File: config.mk
export PLATFORM = sky130hd
export DESIGN_NAME = fp_mult_scheduler
export DESIGN_NICKNAME = d
export VERILOG_FILES = /design/src/rtl/fp_mult_scheduler.sv
export SDC_FILE = /design/constraint.sdc
export NUM_CORES = 1
export LEC_CHECK = 0
export ABC_AREA = 0
export ABC_CLOCK_PERIOD_IN_PS = 3250
export BUFFER_PORTS_ARGS = -buffer_cell sky130_fd_sc_hd__buf_2
export CORE_MARGIN = 3
export CORE_UTILIZATION = 30
export DETAILED_ROUTE_END_ITERATION = 6
export GPL_TIMING_DRIVEN = 0
export SLEW_MARGIN = 30
export SYNTH_ARGS = -nofsm -noshare
export SYNTH_HDL_FRONTEND = slang
export SYNTH_SLANG_ARGS = --single-unit
File: constraint.sdc
create_clock -name clk -period 3.25 [get_ports clk]
set_input_delay 0.1625 -clock clk [delete_from_list [all_inputs] [get_ports clk]]
set_output_delay 0.1625 -clock clk [all_outputs]
set_load 0.01 [all_outputs]
File: src/rtl/fp_mult_scheduler.sv
// Round-robin scheduler sharing one FP32 multiplier among N_REQ requesters.
// Captures the winner's operand pair, runs the multiplier enable/done
// handshake, returns the product to the owner and aborts with a qNaN if the
// multiplier never finishes within TIMEOUT cycles.
module fp_mult_scheduler #(
    parameter int N_REQ   = 4,
    parameter int TIMEOUT = 64
) (
    input  logic                clk,
    input  logic                reset,
    input  logic [N_REQ-1:0]    req,
    input  logic [32*N_REQ-1:0] req_dataa,
    input  logic [32*N_REQ-1:0] req_datab,
    output logic [N_REQ-1:0]    grant,
    output logic [N_REQ-1:0]    resp_valid,
    output logic                resp_err,
    output logic [31:0]         resp_result,
    output logic                mult_enable,
    output logic [31:0]         mult_dataa,
    output logic [31:0]         mult_datab,
    input  logic [31:0]         mult_result,
    input  logic                mult_done,
    output logic                busy
);
    localparam int          IW      = $clog2(N_REQ);
    localparam logic [31:0] QNAN    = 32'h7FC0_0000;
    // watchdog holds (n-1) during the n-th RUN cycle
    localparam logic [7:0]  WD_LAST = 8'(TIMEOUT - 1);

    typedef enum logic [1:0] {IDLE, RUN, RESP, GAP} state_t;

    state_t                  state;
    logic [IW-1:0]           rr_ptr;
    logic [IW-1:0]           owner;
    logic [IW-1:0]           pick_idx;
    logic [IW-1:0]           cand;
    logic                    pick_vld;
    logic [7:0]              wdog;
    logic [N_REQ-1:0][31:0]  opa;
    logic [N_REQ-1:0][31:0]  opb;

    assign opa = req_dataa;
    assign opb = req_datab;

    // rotating priority: the first requester at or above rr_ptr wins;
    // scanning from the far end lets the nearest candidate overwrite last
    always_comb begin
        pick_vld = 1'b0;
        pick_idx = '0;
        cand     = '0;
        for (int j = N_REQ - 1; j >= 0; j--) begin
            cand = IW'((int'(rr_ptr) + j) % N_REQ);
            if (req[cand]) begin
                pick_vld = 1'b1;
                pick_idx = cand;
            end
        end
    end

    // control FSM with registered handshake and response outputs
    always_ff @(posedge clk or posedge reset) begin
        if (reset) begin
            state       <= IDLE;
            rr_ptr      <= '0;
            owner       <= '0;
            wdog        <= '0;
            grant       <= '0;
            resp_valid  <= '0;
            resp_err    <= 1'b0;
            resp_result <= '0;
            mult_enable <= 1'b0;
            mult_dataa  <= '0;
            mult_datab  <= '0;
            busy        <= 1'b0;
        end else begin
            grant      <= '0;
            resp_valid <= '0;
            case (state)
                IDLE: begin
                    if (pick_vld) begin
                        mult_dataa  <= opa[pick_idx];
                        mult_datab  <= opb[pick_idx];
                        grant       <= N_REQ'(1) << pick_idx;
                        mult_enable <= 1'b1;
                        owner       <= pick_idx;
                        rr_ptr      <= IW'((int'(pick_idx) + 1) % N_REQ);
                        wdog        <= '0;
                        busy        <= 1'b1;
                        state       <= RUN;
                    end
                end
                RUN: begin
                    wdog <= wdog + 8'd1;
                    // a completion in the last allowed cycle still counts
                    if (mult_done) begin
                        resp_result <= mult_result;
                        resp_err    <= 1'b0;
                        resp_valid  <= N_REQ'(1) << owner;
                        mult_enable <= 1'b0;
                        state       <= RESP;
                    end else if (wdog == WD_LAST) begin
                        resp_result <= QNAN;
                        resp_err    <= 1'b1;
                        resp_valid  <= N_REQ'(1) << owner;
                        mult_enable <= 1'b0;
                        state       <= RESP;
                    end
                end
                RESP: begin
                    resp_err <= 1'b0;
                    state    <= GAP;
                end
                GAP: begin
                    // enable stays low one more cycle so the unit rearms
                    busy  <= 1'b0;
                    state <= IDLE;
                end
                default: state <= IDLE;
            endcase
        end
    end
endmodule

==> results.md <==
Outcome:
- The flow ran to the end, and the final reports show no timing, DRC or antenna violations.

Clocking:
- The largest buffer count on any clock path is 2.
- The root cell of the clock tree is sky130_fd_sc_hd__clkbuf_16.
- The H-tree was split into 4 levels.
- The CTS clock-pin slew for the worst setup and hold paths is 0.07 ns.
- Once the clock tree was built, the setup fixing pass inserted 0 buffers.
- The number of clock buffers added by TritonCTS is 17.
- TritonCTS built the clock tree.
- The clock drives 121 sinks.
- For the worst-skew pair, the clock arrives at the later sink with an insertion delay of 0.41 ns.

Critical path:
- The critical path's slowest cell is sky130_fd_sc_hd__clkbuf_1.
- STA classifies the critical path startpoint as a flop.
- The most frequent cell on the critical path is sky130_fd_sc_hd__buf_2.
- The largest stage delay on the critical path is 0.46 ns.
- The critical path runs through a total of 8 cells.
- In this run the critical register-to-register path is captured at mult_datab[14].
- The kind of capture point of the worst setup path is a flop.
- The signal on the critical path passes through inv_1, ha_1, o41a_1, buf_2, buf_2, clkbuf_1, nor2_1, a211oi_2.
- The number of buffers and inverters on the critical path is 4.
- Along the worst path, the maximum fanout reaches 10.
- In this run the worst setup path begins at state[0].
- The type of the worst setup path is reg2reg.
- In this design, the largest share of critical-path delay is due to buffers and inverters.
- In this run the register-to-register setup slack is 0.81 ns.
- At the worst endpoint, the arrival time is 2.76 ns.
- In this run the critical register-to-register path is launched from state[0].
- STA puts the critical path data required time at 3.57 ns.
- The worst setup path endpoint is mult_datab[14].
- The number of cells on the worst reg-to-reg path is 8.

STA:
- The post-route clock period utilization is 75.09%.
- The post-route setup TNS is 0 ns.
- For the final database, setup skew stands at 0.01258 ns.
- The number of max-slew violations in the final report is 0.
- For the pin with the worst max-slew slack, the measured transition is 0.8556 ns.
- The hold violation total from the final report was 0.
- Counting I/O delays and the setup requirement, the final critical path takes 2.440 ns.
- Setup repair after global routing left no endpoint under its margin.
- The headroom to the max-slew limit is 42.96%.
- Setup violations remaining at the end of the flow were counted as 0.
- The highest clock rate is 0.4098 GHz.

Synth:
- In the post-synthesis netlist, the biggest area contributors are sky130_fd_sc_hd__dfrtp_1 (43%), sky130_fd_sc_hd__mux2i_1 (9.6%), sky130_fd_sc_hd__a211oi_2 (8.8%), sky130_fd_sc_hd__a211oi_1 (8.5%), sky130_fd_sc_hd__nor3_1 (4.9%).
- The mean instance size in the synthesized netlist is 9.889 µm².
- The fraction of synthesized cell area taken by the top area cell type is 43.43%.
- Synthesis produced 705 cells.
- The share of the yosys chip area belonging to registers is 43.43%.
- The synthesized flop and latch total is 121.
- Yosys mapped a number of flops with a built-in enable equal to 0.
- After synthesis, the most frequently instantiated cells are sky130_fd_sc_hd__dfrtp_1 (121), sky130_fd_sc_hd__nand2_1 (85), sky130_fd_sc_hd__a211oi_1 (79).
- Among all flip-flop cells after synthesis, the most frequent one is sky130_fd_sc_hd__dfrtp_1.
- The most frequent cell after synthesis is sky130_fd_sc_hd__dfrtp_1.
- Yosys printed 0 warnings.
- Summed over all instances, the cell type with the most area after synthesis is sky130_fd_sc_hd__dfrtp_1.
- Synthesis produced a netlist with a net count of 1,005.
- After synthesis, the netlist uses 38 different library cells.
- For this run, asynchronously set or reset flops after synthesis account for 100.0%.
- The post-synthesis cell area is 0.006972 mm².

Flow run:
- Across the run, the number of max-cap violations was 0.

Finish:
- For this run, the post-layout net count is 1,461.
- The layout has 2,264 filler cells.
- The layout overhead on the synthesized area is 48.10%.
- The sequential cells in the finished layout cover a total of 0.003028 mm².
- The ratio of cells with drive above 1 in the final layout is 45.40%.
- The multi-input logic area is 0.003526 mm².

Global route:
- The first-pass GRT wire length is 40,740 µm.
- The via count of the first global-routing pass was 7,103.
- The number of antenna violations at the first check in global routing came to 2.
- For this run, the total global-route usage over all layers was measured as 21.32%.
- The pin count of the biggest net entering global routing is 29.
- Summed over all layers, the global routing overflow is 0.

Floorplan:
- The height of the chip is 158.4 µm.
- The die covers 0.02510 mm².
- The region available for standard cell placement spans 0.02271 mm².
- The cell row count is 55.
- 402 I/O pins were placed.
- The effective utilization at floorplan is 30.70%.
- The floorplan step set the die width to 158.4 µm.

Worst hold path:
- The kind of path behind the tightest hold check is in2reg.

Routing:
- The average vias per placed instance is 4.953.
- The routed design has 28,020 µm of wire.
- The count of nets left with antenna violations once routing finished came out at 0.
- In the final routed layout, each cell accounts on average for 19.18 µm.
- The first routing iteration left 345 violations.
- The detailed-routing iteration count for the pre-antenna-repair pass is 4.
- The final route contains 7,236 vias.
- After detailed routing, the number of remaining DRC violations is 0.

Power and ir drop:
- The net switching power of the design is 3773 µW.
- Per report_power, the combinational group accounts for 50.0% of the total.
- The maximum resistive drop on vdd is 0.3720 mV.
- The clock power share is 21.0%.
- The leakage power summed over all cells is 0.005015 µW.
- The sequential power share is 29.0%.
- The post-route total power is 8903 µW.
- The switching power share of the total is 42.38%.
- In this run the power density over the cells is 862.3 mW/mm².
- The internal power of the cells totals 5130 µW.

Placement:
- The wire-length estimate of the detail-placed layout is 21,490 µm.
- The number of input and output port buffers inserted is 400.
- The weighted congestion at the end of routability-driven global placement is 0.8603.
==> cell families (layout without fill, tap and decap cells) <==
kind of cell    count (synthesis)  in the layout  share of synthesized area, %
simple gates                  249            249                         15.51
compound gates                188            188                         24.17
flops                         121            121                         43.43
buf+inv                        72            541                         5.994
mux                            67             67                         9.619
fa+ha+maj                       5              5                        0.8973
xor+xnor                        3              3                        0.3770
other cells                     0              2                             0
==> state kept, by name, summed over array words and instances, names as in the netlist, 2 cells and up <==
name and count:
wdog 8, rr_ptr 2, owner 2, mult_datab 32, resp_result 32, grant 4
state 2, resp_valid 4, mult_dataa 32
==> worst min-delay path by stage <==
stage,to,start,cells after the start,slack (ns)
finish,mult_dataa[19],req_dataa[51],3,0.08
global route,mult_datab[2],req_datab[34],3,0.07
CTS,mult_dataa[19],req_dataa[51],3,0.07
detailed placement,mult_dataa[22],reset,2,0.25
global placement,resp_result[27],mult_result[27],2,0.38
floorplan,resp_result[22],mult_result[22],1,0.29
==> cell type report <==
type | count | area share [%]
clock inverters | 14 | 1.345
multi-input cells | 512 | 34.15
flip-flops and latches | 121 | 29.33
well taps | 285 | 3.454
plain buffers | 66 | 3.829
repair buffers | 437 | 23.44
clock buffers | 18 | 4.157
diodes | 2 | 0.04847
inverters | 6 | 0.2545
==> metal layers <==
metal | global-route usage, % | wire length (µm) | vias to the layer above
met3 | 4.702 | 1733 | 47
met1 | 28.16 | 12170 | 3395
met5 | 0 | 0 | -
met2 | 34.84 | 13340 | 282
li1 | - | - | 3512
met4 | 7.005 | 774 | 0
==> layout by cell type (no fill, tap or decap), types with 2 or more instances in the layout <==
cell	instances
sky130_fd_sc_hd__mux2i_1	67
sky130_fd_sc_hd__nand3_1	2
sky130_fd_sc_hd__clkinvlp_4	4
sky130_fd_sc_hd__buf_2	422
sky130_fd_sc_hd__ha_1	5
sky130_fd_sc_hd__inv_6	5
sky130_fd_sc_hd__clkinv_4	3
sky130_fd_sc_hd__a21oi_1	6
sky130_fd_sc_hd__diode_2	2
sky130_fd_sc_hd__buf_12	3
sky130_fd_sc_hd__clkbuf_16	17
sky130_fd_sc_hd__xnor2_1	3
sky130_fd_sc_hd__a211oi_2	49
sky130_fd_sc_hd__nand2b_1	5
sky130_fd_sc_hd__buf_6	12
sky130_fd_sc_hd__dlygate4sd3_1	33
sky130_fd_sc_hd__buf_4	8
sky130_fd_sc_hd__a22o_1	27
sky130_fd_sc_hd__clkbuf_1	25
sky130_fd_sc_hd__a21oi_2	2
sky130_fd_sc_hd__and3_1	4
sky130_fd_sc_hd__dfrtp_1	121
sky130_fd_sc_hd__inv_1	5
sky130_fd_sc_hd__a211oi_1	79
sky130_fd_sc_hd__o21ai_0	8
sky130_fd_sc_hd__o22a_1	10
sky130_fd_sc_hd__nor2_1	75
sky130_fd_sc_hd__nor3_1	68
sky130_fd_sc_hd__nand2_1	85
sky130_fd_sc_hd__nor4_1	2
==> what timing repair did <==
item | 4_1_cts | 5_1_grt
endpoints found under the hold margin | 53 | 0
hold buffers | 33 | 0
resized for setup | 0 | 0
==> tightest hold or removal path: cells and delay by family <==
kind	cells	cell delay, ns
AOI/OAI and AO/OA	1	0.09
muxes	1	0.11
buffers and inverters	1	0.09
==> power groups by stage <==
stage	Clock [µW]	Combinational (µW)	Sequential, µW
2_1_floorplan	0	2500	2860
3_3_place_gp	0	4390	2580
3_5_place_dp	0	4480	2590
4_1_cts	1900	4510	2580
5_1_grt	1970	4870	2670
6_report	1870	4450	2590
==> per-stage QoR <==
stage	utilization [%]	setup slack [ns]	instances	hold slack (ns)	area, µm²
after floorplan	-	1.404	705	0.2885	6975
after global placement	41.10	0.6492	1390	0.3764	9334
after detailed placement	41.49	0.7652	1394	0.2482	9422
after CTS	45.44	0.7289	1459	0.06552	10320
after global routing	45.47	0.5909	1461	0.07319	10320
final	45.47	0.8096	1461	0.07972	10320
Power figures use the tool's default switching activity.
